`src/rtl/ram_arbiter.sv`:
```
// ram_arbiter: shares one single-port sync-read RAM between fetch (I) and load/store (D) ports,
// turning partial-word stores into read-modify-write. Define RAM_ARB_RR_EN for round-robin arbitration.
module ram_arbiter #(
    parameter int AW = 16,
    parameter int DW = 32
) (
    input  logic            clk,
    input  logic            rst_n,
    input  logic            i_req,
    input  logic [AW-1:0]   i_addr,
    output logic            i_gnt,
    output logic            i_rvalid,
    output logic [DW-1:0]   i_rdata,
    input  logic            d_req,
    input  logic            d_we,
    input  logic [DW/8-1:0] d_be,
    input  logic [AW-1:0]   d_addr,
    input  logic [DW-1:0]   d_wdata,
    output logic            d_gnt,
    output logic            d_rvalid,
    output logic [DW-1:0]   d_rdata,
    output logic            ram_we,
    output logic [AW-1:0]   ram_addr,
    output logic [DW-1:0]   ram_wdata,
    input  logic [DW-1:0]   ram_rdata
);
    localparam int BW = DW / 8;

    typedef enum logic {IDLE, MERGE} state_t;

    state_t          state;
    logic [AW-1:0]   addr_q;
    logic [BW-1:0]   be_q;
    logic [DW-1:0]   wdata_q;
    logic [DW-1:0]   merged;
    logic            d_win;
    logic            idle;
    logic            full;
    logic            part;
    logic            d_acc;

    assign idle = (state == IDLE) && rst_n;

`ifdef RAM_ARB_RR_EN
    logic last_d;
    assign d_win = d_req && (!i_req || !last_d);
`else
    assign d_win = d_req;
`endif

    assign d_gnt = idle && d_win;
    assign i_gnt = idle && i_req && !d_win;
    assign full  = &d_be;
    assign part  = |d_be && !full;
    // a zero-strobe store is granted but touches nothing
    assign d_acc = d_gnt && (!d_we || |d_be);

    always_comb begin
        merged = '0;
        for (int n = 0; n < BW; n++)
            merged[8*n +: 8] = be_q[n] ? wdata_q[8*n +: 8] : ram_rdata[8*n +: 8];
    end

    assign ram_we    = (state == MERGE) || (d_gnt && d_we && full);
    assign ram_addr  = d_acc ? d_addr : i_gnt ? i_addr : addr_q;
    assign ram_wdata = (state == MERGE) ? merged : (d_gnt && d_we) ? d_wdata : wdata_q;
    assign i_rdata   = ram_rdata;
    assign d_rdata   = ram_rdata;

    always_ff @(posedge clk or negedge rst_n) begin
        if (!rst_n) begin
            state    <= IDLE;
            addr_q   <= '0;
            be_q     <= '0;
            wdata_q  <= '0;
            i_rvalid <= 1'b0;
            d_rvalid <= 1'b0;
        end else begin
            state    <= (d_gnt && d_we && part) ? MERGE : IDLE;
            addr_q   <= ram_addr;
            i_rvalid <= i_gnt;
            d_rvalid <= d_gnt && !d_we;
            if (d_gnt && d_we) begin
                be_q    <= d_be;
                wdata_q <= d_wdata;
            end
        end
    end

`ifdef RAM_ARB_RR_EN
    always_ff @(posedge clk or negedge rst_n) begin
        if (!rst_n)
            last_d <= 1'b0;
        else if (d_gnt || i_gnt)
            last_d <= d_gnt;
    end
`endif
endmodule

```
`config.mk`:
```
export PLATFORM = sky130hd
export DESIGN_NAME = ram_arbiter
export DESIGN_NICKNAME = d
export VERILOG_FILES = /design/src/rtl/ram_arbiter.sv
export SDC_FILE = /design/constraint.sdc
export NUM_CORES = 1
export LEC_CHECK = 0
export BUFFER_PORTS_ARGS = -buffer_cell sky130_fd_sc_hd__buf_2
export CAP_MARGIN = 10
export CORE_MARGIN = 4
export CORE_UTILIZATION = 44
export DETAILED_ROUTE_END_ITERATION = 8
export PLACE_DENSITY = 0.9
export SYNTH_ARGS = -nofsm -noshare
export SYNTH_HDL_FRONTEND = slang
export SYNTH_SLANG_ARGS = --single-unit
```
`constraint.sdc`:
```
create_clock -name clk -period 2.3 [get_ports clk]
set_clock_uncertainty 0.05 [all_clocks]
set_input_delay 0.345 -clock clk [delete_from_list [all_inputs] [get_ports clk]]
set_output_delay 0.345 -clock clk [all_outputs]
set_load 0.05 [all_outputs]
```
==> results.md, run 1 <==
* Fmax at 409 MHz
* Fill cells at 618
* Grt total ovfl at 0
* Residual DRC at 0
* Vias per inst at 5.24
* Ports at 222
* Area leader, netlist: dfrtp_1
* Initial antenna violation count at 0
* Top_reg_cell synth: dfrtp_1
* Pre-antenna DRT Iters at 4
* Status: complete, but fails checks
* Nets at 661
* Reg2reg start: state$_DFF_PN0_
* Initial DRC Count at 116
* CP startpoint: state$_DFF_PN0_
* Final wirelength at 11,800 um
* Place WS at 0.0636 ns
* CTS tree: yes
* Pin count of the biggest net entering global routing at 66
* Sequential power share at 32.0%
* CP Max Fanout at 4
* Synth top area cells: dfrtp_1, buf_4, nand2_1
* Input/output buffers at 221
* Sw Ratio at 44.6%
* LEAKAGE at 0.00281 uW
* # H-tree levels at 2
* Slew @ Worst Pin at 0.697 ns
* RSZ-0062 raised after global routing: true
* Avg Inst Size Synth at 9.23 um2
* Gr usage total at 20.5%
* Reg2reg setup slack at 0.44 ns
* Final Hold Fails at 0
* Wire length per cell at 17.8 um
* DR vias at 3,455
* Critical path capture point: ram_addr[0]
* Sw Pwr at 1780 uW
* Final setup fails at 46
* CP Capture Type: output port
* Syn Nets at 498
* Synth top area share at 37.9%
* Synth top cells by count: nand2_1, buf_4, dfrtp_1
* Failing checks: setup timing
* Hold crit path type: primary input to flip-flop
* Die Height at 98.8 um
* Number of warning messages in the yosys log at 0
* Clock power share at 14.9%
* Worst VDD drop at 0.602 mV
* Unique cell type count in the Yosys netlist at 27
* Routed Antenna Nets at 0
* Number of synthesized flops with an enable pin at 0
* Clock sink count at 55
* N_diodes at 0
* Fin. max-slew vios at 0
* Synth-to-layout area growth at 44.5%
* CTS Buf Count at 5
* Worst Path Arrival at 2.05 ns
* Max Cap Viol at 0
* CTS max path bufs at 2
* Gpl congestion at 0.770
* Register bit total from synthesis at 55
* Sequential area share after synthesis at 37.9%
* Post-Syn Area at 0.00363 mm2
* Core ar. at 0.00789 mm2
* Die Wd at 98.8 um
* Internal power at 2210 uW
* Worst skew pair latency at 0.31 ns
* PnR worst setup slack at -0.144 ns
* CP Class: flip-flop to output port
* R2R Path End: addr_q[10]$_DFF_PN0_
* Initial Utilization at 46.0%
* Final Critical Period at 2.44 ns
* Ys async rst share at 100%
* Slew margin rel. at 53.5%
* Most common cell in the synthesized netlist: nand2_1
* Hold Crit Start: d_we
* WP data required at 1.90 ns
* DIE AREA at 0.00976 mm2
* Cell count after synthesis at 393
* Post-DP HPWL at 7500 um
* Worst setup SP type: flip-flop
* Share of cells above drive strength 1 at 60.1%
* Hold WS at 0.186 ns
* Root Driver: clkbuf_8
* Pwr dens at 760 mW/mm2
* R2r worst-path depth at 5
* FP Rows at 32
* Number of global-route vias before repair at 3,382
* Wire length of the first global-routing pass at 16,400 um
* Fin crit share at 106%
* Comb pwr share at 53.1%
* Clock slew at reported path FFs at 0.11 ns
## per-stage QoR
stage          instance area (um2)  instances  power, uW  setup TNS, ns  utilization, %
2_1_floorplan                 3690        393       2680              0               -
3_3_place_gp                  4430        634       3000              0            56.2
3_5_place_dp                  4430        634       3050              0            56.2
4_1_cts                       4870        647       3830          -1.74            61.7
5_1_grt                       5240        659       4160          -6.90            66.4
6_report                      5240        659       3980          -3.75            66.4
## sequential cells by signal (all words and copies together) (netlist names)
register	cells
d_rvalid	1
i_rvalid	1
wdata_q	32
be_q	4
state	1
addr_q	16
## worst max-delay path: stages, from the launching register on
cell       delay (ns)
dfrtp_2          0.43
and4bb_4         0.39
clkbuf_16        0.18
mux2_4           0.30
mux2_4           0.28
buf_8            0.15
## placed cells by master, fill, tap and decap left out, types with 15 or more instances in the layout
cell and instances:
a22oi_1 15, nand2_2 24, buf_4 24, mux2_4 30
a22oi_2 16, a21oi_1 27, buf_6 30, buf_2 172
mux2i_1 31, nand2_1 81, dfrtp_1 54
## repair_timing
action                                 in CTS  in global routing
endpoints found under the hold margin       2                  0
pin swaps                                   1                  1
setup endpoints to repair                  34                 48
resized for setup                          84                 62
buffers inserted                            2                  5
hold buffers                                1                  0
gates cloned                                2                  7
## power by group through the flow
stage	clock (uW)	sequential (uW)	combinational, uW
global route	645	1300	2220
finish	593	1280	2110
detailed placement	0	1270	1770
CTS	602	1250	1980
global placement	0	1260	1730
floorplan	0	1210	1470
## per-layer routing
metal / global-route usage [%] / vias to the layer above / wire length [um] / part of all wire [%]
met5: 0 / - / 0 / 0
met3: 4.88 / 17 / 885 / 7.5
met2: 38.9 / 159 / 6460 / 55
met4: 5.88 / 0 / 229 / 1.9
li1: - / 1609 / - / -
met1: 22.3 / 1670 / 4180 / 36
## final cells by class
type	instances	area (um2)	area share, %
Tap cell	102	128	2.43
Sequential cell	55	1380	26.3
Clock inverter	1	7.51	0.143
Clock buffer	7	96.3	1.84
Timing Repair Buffer	247	1780	33.9
Multi-Input combinational cell	245	1850	35.3
Inverter	2	7.51	0.143
## how the worst min path moves through the flow
stage | to | depth (start not counted)
after floorplan | addr_q[0]$_DFF_PN0_ | 0
after global placement | d_rvalid$_DFF_PN0_ | 1
after detailed placement | state$_DFF_PN0_ | 1
after CTS | d_rvalid$_DFF_PN0_ | 2
after global routing | wdata_q[23]$_DFF_PN0_ | 3
final | d_rvalid$_DFF_PN0_ | 2
## cells by family (layout without fill, tap and decap cells)
group / count (synthesis) / count (layout) / share of synthesized area (%)
simple gates: 115 / 115 / 12.9
buf+inv: 93 / 257 / 17.2
compound gates: 67 / 67 / 11.7
mux: 63 / 63 / 20.4
flops: 55 / 55 / 37.9
Power figures use the tool's default switching activity.
==> run 2, diff against run 1 <==
- ABC_AREA: unset -> 1
- CORE_UTILIZATION: 44 -> 46
==> results.md, run 2 <==
* Clock power share at 18.0% (+3.1 points)
* Input/output buffers at 221 (unchanged)
* Status: completed
* Ys async rst share at 100% (unchanged)
* WP data required at 1.90 ns (about the same)
* Post-DP HPWL at 8490 um (+13%)
* # H-tree levels at 2 (unchanged)
* Number of synthesized flops with an enable pin at 0 (unchanged)
* Avg Inst Size Synth at 7.08 um2 (-23%)
* Pwr dens at 737 mW/mm2 (-3.0%)
* Initial antenna violation count at 0 (unchanged)
* Slew @ Worst Pin at 0.701 ns (+0.00378 ns)
* Synth top area share at 33.9% (-4.0 points)
* Initial Utilization at 48.4% (+2.4 points)
* Unique cell type count in the Yosys netlist at 22 (-19%)
* Post-synthesis compound-gate area fraction at 6.05% (-5.6 points)
* Residual DRC at 0 (unchanged)
* Final Critical Period at 2.18 ns (-0.261 ns)
* Area leader, netlist: dfrtp_1
* Fin. max-slew vios at 0 (unchanged)
* Core ar. at 0.00838 mm2 (+6.3%)
* Placed inst area at 0.00471 mm2 (+6.4%)
* CTS tree: yes
* Xor-xnor portion of the synthesized cell area at 0% (unchanged)
* Clock slew at reported path FFs at 0.11 ns (about the same)
* Total power at 3620 uW (-9.1%)
* Ports at 222 (unchanged)
* Comb pwr share at 48.3% (-4.8 points)
* DR vias at 4,101 (+19%)
* RSZ-0062 raised after global routing: false
* Synth top cells by count: nand2_1, inv_1, buf_4, nand3_1, dfrtp_1
* Sw Ratio at 47.0% (+2.4 points)
* Die Wd at 102 um (+3.1%)
* Initial DRC Count at 100 (-14%)
* CP Capture Type: output port
* R2r worst-path depth at 5 (unchanged)
* Finished layout cell area at 0.00491 mm2 (-6.3%)
* Largest family of logic cells by synthesized area: simple AND/OR/NAND/NOR gates
* Root Driver: clkbuf_8
* R2R Path End: wdata_q[11]$_DFF_PN0_
* Post-Syn Area at 0.00406 mm2 (+12%)
* Pre-antenna DRT Iters at 4 (unchanged)
* Place WS at 0.256 ns (+0.193 ns)
* Sequential power share at 33.7% (+1.7 points)
* Wire length per cell at 13.6 um (-24%)
* N_diodes at 0 (unchanged)
* Slew margin rel. at 53.3% (-0.25 points)
* CTS max path bufs at 2 (unchanged)
* Register bit total from synthesis at 55 (unchanged)
* Max Cap Viol at 0 (unchanged)
* Synth-to-layout area growth at 21.1%
* Internal power at 1920 uW (-13%)
* Share of cells above drive strength 1 at 36.0% (-24 points)
* Max reg flops at 32 (unchanged)
* Worst VDD drop at 0.361 mV (-40%)
* Worst Path Arrival at 1.79 ns (-0.26 ns)
* Nets at 824 (+25%)
* DIE AREA at 0.0104 mm2 (+6.4%)
* Top_reg_cell synth: dfrtp_1
* Worst skew pair latency at 0.31 ns (about the same)
* Final setup fails at 0 (-100%)
* LEAKAGE at 0.00289 uW (+2.7%)
* Clock sink count at 55 (unchanged)
* Fmax at 458 MHz (+12%)
* Synth top area cells: dfrtp_1, nand2_1, buf_4
* Fin crit share at 94.9% (-11 points)
* CTS Buf Count at 5 (unchanged)
* Worst setup SP type: flip-flop
* Largest registers: wdata_q x32, addr_q x16, be_q x4
* Biggest register: wdata_q
* Reg2reg start: state$_DFF_PN0_
* Wire length of the first global-routing pass at 17,800 um (+8.7%)
* Final Hold Fails at 0 (unchanged)
* Gpl congestion at 0.827 (+7.4%)
* Cell count after synthesis at 573 (+46%)
* Vias per inst at 4.97 (-5.2%)
* Gr usage total at 21.2% (+0.70 points)
* Simple-gate share of the synthesized area at 36.2% (+23 points)
* Number of global-route vias before repair at 3,898 (+15%)
* Grt total ovfl at 0 (unchanged)
* Reg2reg setup slack at 0.90 ns (+0.46 ns)
* Most common cell in the synthesized netlist: nand2_1
* Final wirelength at 11,200 um (-4.3%)
* Area share of fa/ha/maj cells after synthesis at 0% (unchanged)
* Pin count of the biggest net entering global routing at 55 (-17%)
* Syn Nets at 678 (+36%)
* Post-synthesis mux area share at 0% (-20 points)
* Fin util at 58.6% (-7.9 points)
* Commonest non-fill, non-tap cell in the layout: buf_2
* CP Max Fanout at 30 (+26)
* Sw Pwr at 1700 uW (-4.2%)
* Hold crit path type: primary input to async pin
* Number of warning messages in the yosys log at 0 (unchanged)
* Routed Antenna Nets at 0 (unchanged)
* PnR worst setup slack at 0.116 ns (+0.261 ns)
* CP Class: flip-flop to output port
* Most frequent cells in the layout: buf_2, nand2_1, inv_1
* FP Rows at 33 (+3.1%)
* Die Height at 102 um (+3.1%)
* Setup TNS at 0 ns (+3.75 ns)
* Sequential area share after synthesis at 33.9% (-4.0 points)
==> run 2: changes by cell type after synthesis, sizes merged, moves of 33 or more <==
cell   delta
nand2    +71
nand4    +33
nand3    +65
inv      +67
==> run 2: worst max path at each step <==
stage,to,startpoint
finish,ram_wdata[3],state$_DFF_PN0_
global route,ram_wdata[6],state$_DFF_PN0_
CTS,ram_wdata[23],state$_DFF_PN0_
detailed placement,ram_wdata[23],d_req
global placement,ram_addr[6],rst_n
floorplan,ram_we,state$_DFF_PN0_
==> run 2: kinds of logic after synthesis <==
| group | count (synthesis) |
|---|---|
| AND/OR/NAND/NOR | 314 |
| buffers and inverters | 171 |
| flip-flops | 55 |
| AO/OA/AOI/OAI | 33 |
==> run 2: area by class of cell <==
| type | count | area [um2] |
|---|---|---|
| Timing Repair Buffer | 240 | 1300 |
| Fill cell | 808 | 3470 |
| Sequential cell | 55 | 1380 |
| Clock inverter | 3 | 43.8 |
| Multi-Input combinational cell | 347 | 1720 |
| Clock buffer | 5 | 68.8 |
| Inverter | 70 | 269 |
| Tap cell | 105 | 131 |
==> run 2: power by group through the flow <==
stage	sequential [uW]	clock, uW	combinational, uW
detailed placement	1240	0	1710
finish	1220	652	1750
floorplan	1180	0	1430
global route	1240	716	1900
CTS	1220	668	1730
global placement	1230	0	1700
==> run 2: what timing repair did <==
item / in CTS / in global routing
hold buffers: 1 / 0
endpoints found under the hold margin: 1 / 0
buffers inserted: 0 / 2
endpoints found under the setup margin: 30 / 49
pin swaps: 0 / 1
gates resized for setup: 4 / 19
==> run 2: through the flow <==
step / cells / hold WS [ns]
floorplan: 573 / -0.000591
global placement: 814 / 0.127
detailed placement: 814 / 0.121
CTS: 823 / 0.198
global route: 825 / 0.218
finish: 825 / 0.206
==> run 2: worst max-delay path, stage by stage (launching register included) <==
cell	delay, ns
dfrtp_2	0.49
inv_6	0.15
nand4_2	0.11
buf_6	0.22
nand2_1	0.10
nand3_1	0.08
nand2_1	0.06
buf_2	0.26
==> run 2: layer usage <==
layer	GRT usage (%)	up-vias	wire (um)
met2	36.7	175	5630
li1	-	2050	-
met1	26.3	1866	4550
met3	5.60	10	967
met5	0	-	0
met4	5.45	0	104
==> run 3, diff against run 2 <==
- PLACE_DENSITY: 0.9 -> 0.79
==> results.md, run 3 (synthesis results as in run 2) <==
* Commonest non-fill, non-tap cell in the layout: buf_2
* DR vias at 4,101 (unchanged)
* Fin. max-slew vios at 0 (unchanged)
* # H-tree levels at 2 (unchanged)
* Max reg flops at 32 (unchanged)
* PnR worst setup slack at 0.105 ns (-0.0113 ns)
* CP Capture Type: output port
* Reg2reg setup slack at 0.92 ns (+0.02 ns)
* Wire length per cell at 13.5 um (-0.91%)
* R2R Path End: addr_q[13]$_DFF_PN0_
* Hold WS at 0.188 ns (-0.0188 ns)
* Gpl congestion at 0.813 (-1.8%)
* Input/output buffers at 221 (unchanged)
* Worst Path Arrival at 1.80 ns (about the same)
* Clock sink count at 55 (unchanged)
* Fmax at 456 MHz (-0.52%)
* Gr usage total at 20.8% (-0.42 points)
* Internal power at 1780 uW (-7.0%)
* Post-Layout Cell Count at 821 (-0.48%)
* Comb pwr share at 49.9% (+1.6 points)
* Worst VDD drop at 0.384 mV (+6.5%)
* Most frequent cells in the layout: buf_2, nand2_1, inv_1
* Residual DRC at 0 (unchanged)
* Ports at 222 (unchanged)
* Final setup fails at 0 (unchanged)
* FP Rows at 33 (unchanged)
* Reg area at 0.00138 mm2 (unchanged)
* Biggest register: wdata_q
* Slew margin rel. at 55.2% (+2.0 points)
* Clock slew at reported path FFs at 0.09 ns (-0.02 ns)
* Pre-antenna DRT Iters at 4 (unchanged)
* Core ar. at 0.00838 mm2 (unchanged)
* Die Wd at 102 um (unchanged)
* CTS tree: yes
* Max Cap Viol at 0 (unchanged)
* Sw Ratio at 48.4% (+1.4 points)
* Routed Antenna Nets at 0 (unchanged)
* Final wirelength at 11,100 um (-1.4%)
* Final Critical Period at 2.19 ns (+0.0114 ns)
* CP Max Fanout at 23 (-23%)
* Fin crit share at 95.4% (+0.49 points)
* Wire length of the first global-routing pass at 17,500 um (-1.9%)
* Sw Pwr at 1670 uW (-1.7%)
* Fill cells at 798 (-1.2%)
* Initial DRC Count at 129 (+29%)
* Place WS at 0.230 ns (-0.0263 ns)
* Pin count of the biggest net entering global routing at 56 (+1.8%)
* Die Height at 102 um (unchanged)
* Vias per inst at 5.00 (+0.49%)
* Hold crit path type: primary input to async pin
* Worst skew pair latency at 0.29 ns (-0.02 ns)
* Footprint of the multi-input gates at 0.00171 mm2 (-0.29%)
* Hold-fix buffers, CTS at 0 (-1)
* CP Class: flip-flop to output port
* N_diodes at 0 (unchanged)
* Initial Utilization at 48.4% (unchanged)
* Sequential power share at 35.4% (+1.7 points)
* CP startpoint: state$_DFF_PN0_
* Reg2reg start: state$_DFF_PN0_
* Pwr dens at 718 mW/mm2 (-2.6%)
* Slew @ Worst Pin at 0.672 ns (-0.0293 ns)
* Critical path capture point: ram_addr[12]
* WP data required at 1.90 ns (about the same)
* Share of cells above drive strength 1 at 35.5% (-0.50 points)
* RSZ-0062 raised after global routing: true
* Number of global-route vias before repair at 3,929 (+0.80%)
* Synth-to-layout area growth at 18.6%
* R2r worst-path depth at 6 (+1)
* Root Driver: clkbuf_8
* Worst setup SP type: flip-flop
* DIE AREA at 0.0104 mm2 (unchanged)
* Initial antenna violation count at 0 (unchanged)
* CTS Buf Count at 5 (unchanged)
* Clock power share at 14.7% (-3.3 points)
* CTS max path bufs at 2 (unchanged)
* Status: completed
* Final Hold Fails at 0 (unchanged)
* Cell Count Post-Placement at 812 (-0.25%)
* LEAKAGE at 0.00284 uW (-1.6%)
* Grt total ovfl at 0 (unchanged)
* Post-DP HPWL at 8580 um (+1.1%)
* Largest registers: wdata_q x32, addr_q x16, be_q x4
* Nets at 820 (-0.49%)
-- run 3: layer usage --
layer	wire length (um)	vias to the layer above	track usage, %
li1	-	2039	-
met1	4450	1880	25.2
met2	5650	176	38.0
met3	904	6	3.75
met4	86	0	5.15
met5	0	-	0
-- run 3: worst min path at each step --
stage                         from                    end  slack (ns)  cells past startpoint
3_5_place_dp   addr_q[9]$_DFF_PN0_    addr_q[9]$_DFF_PN0_        0.49                      4
4_1_cts                      rst_n  wdata_q[14]$_DFF_PN0_        0.21                      2
2_1_floorplan                rst_n    addr_q[0]$_DFF_PN0_     -0.0006                      0
5_1_grt                    d_be[1]    be_q[1]$_DFFE_PN0P_        0.23                      3
3_3_place_gp   addr_q[9]$_DFF_PN0_    addr_q[9]$_DFF_PN0_        0.48                      4
6_report                     rst_n  wdata_q[14]$_DFF_PN0_        0.19                      2
-- run 3: timing repair --
action / in CTS / in global routing
gates resized for setup: 1 / 9
pin swaps: 1 / 0
endpoints found under the setup margin: 13 / 45
setup buffers: 1 / 0
-- run 3: worst max-delay path, cell delays in order (launching register included) --
cell	delay, ns
dfrtp_2	0.50
nor2_8	0.17
buf_6	0.24
nand3_1	0.12
nand2_1	0.09
nand2_1	0.05
nand2_1	0.08
buf_2	0.26
-- run 3: final cells by class --
| type | count | area share (%) |
|---|---|---|
| Clock buffer | 7 | 1.59 |
| Clock inverter | 1 | 0.104 |
| Inverter | 70 | 5.64 |
| Multi-Input combinational cell | 347 | 35.6 |
| Sequential cell | 55 | 28.6 |
| Tap cell | 105 | 2.73 |
| Timing Repair Buffer | 236 | 25.7 |
-- run 3: power groups by stage --
| stage | Sequential [uW] | Combinational [uW] | Clock [uW] |
|---|---|---|---|
| 3_5_place_dp | 1240 | 1720 | 0 |
| 6_report | 1220 | 1730 | 507 |
| 5_1_grt | 1240 | 1860 | 570 |
| 2_1_floorplan | 1180 | 1430 | 0 |
| 4_1_cts | 1220 | 1730 | 528 |
| 3_3_place_gp | 1230 | 1700 | 0 |
-- run 3: metrics by stage --
stage | util [%] | setup TNS (ns) | power [uW] | cell area, um2
2_1_floorplan | - | 0 | 2610 | 4060
3_3_place_gp | 56.1 | 0 | 2930 | 4700
3_5_place_dp | 56.1 | 0 | 2960 | 4700
4_1_cts | 57.2 | 0 | 3480 | 4790
5_1_grt | 57.4 | -0.0118 | 3670 | 4810
6_report | 57.4 | 0 | 3460 | 4810
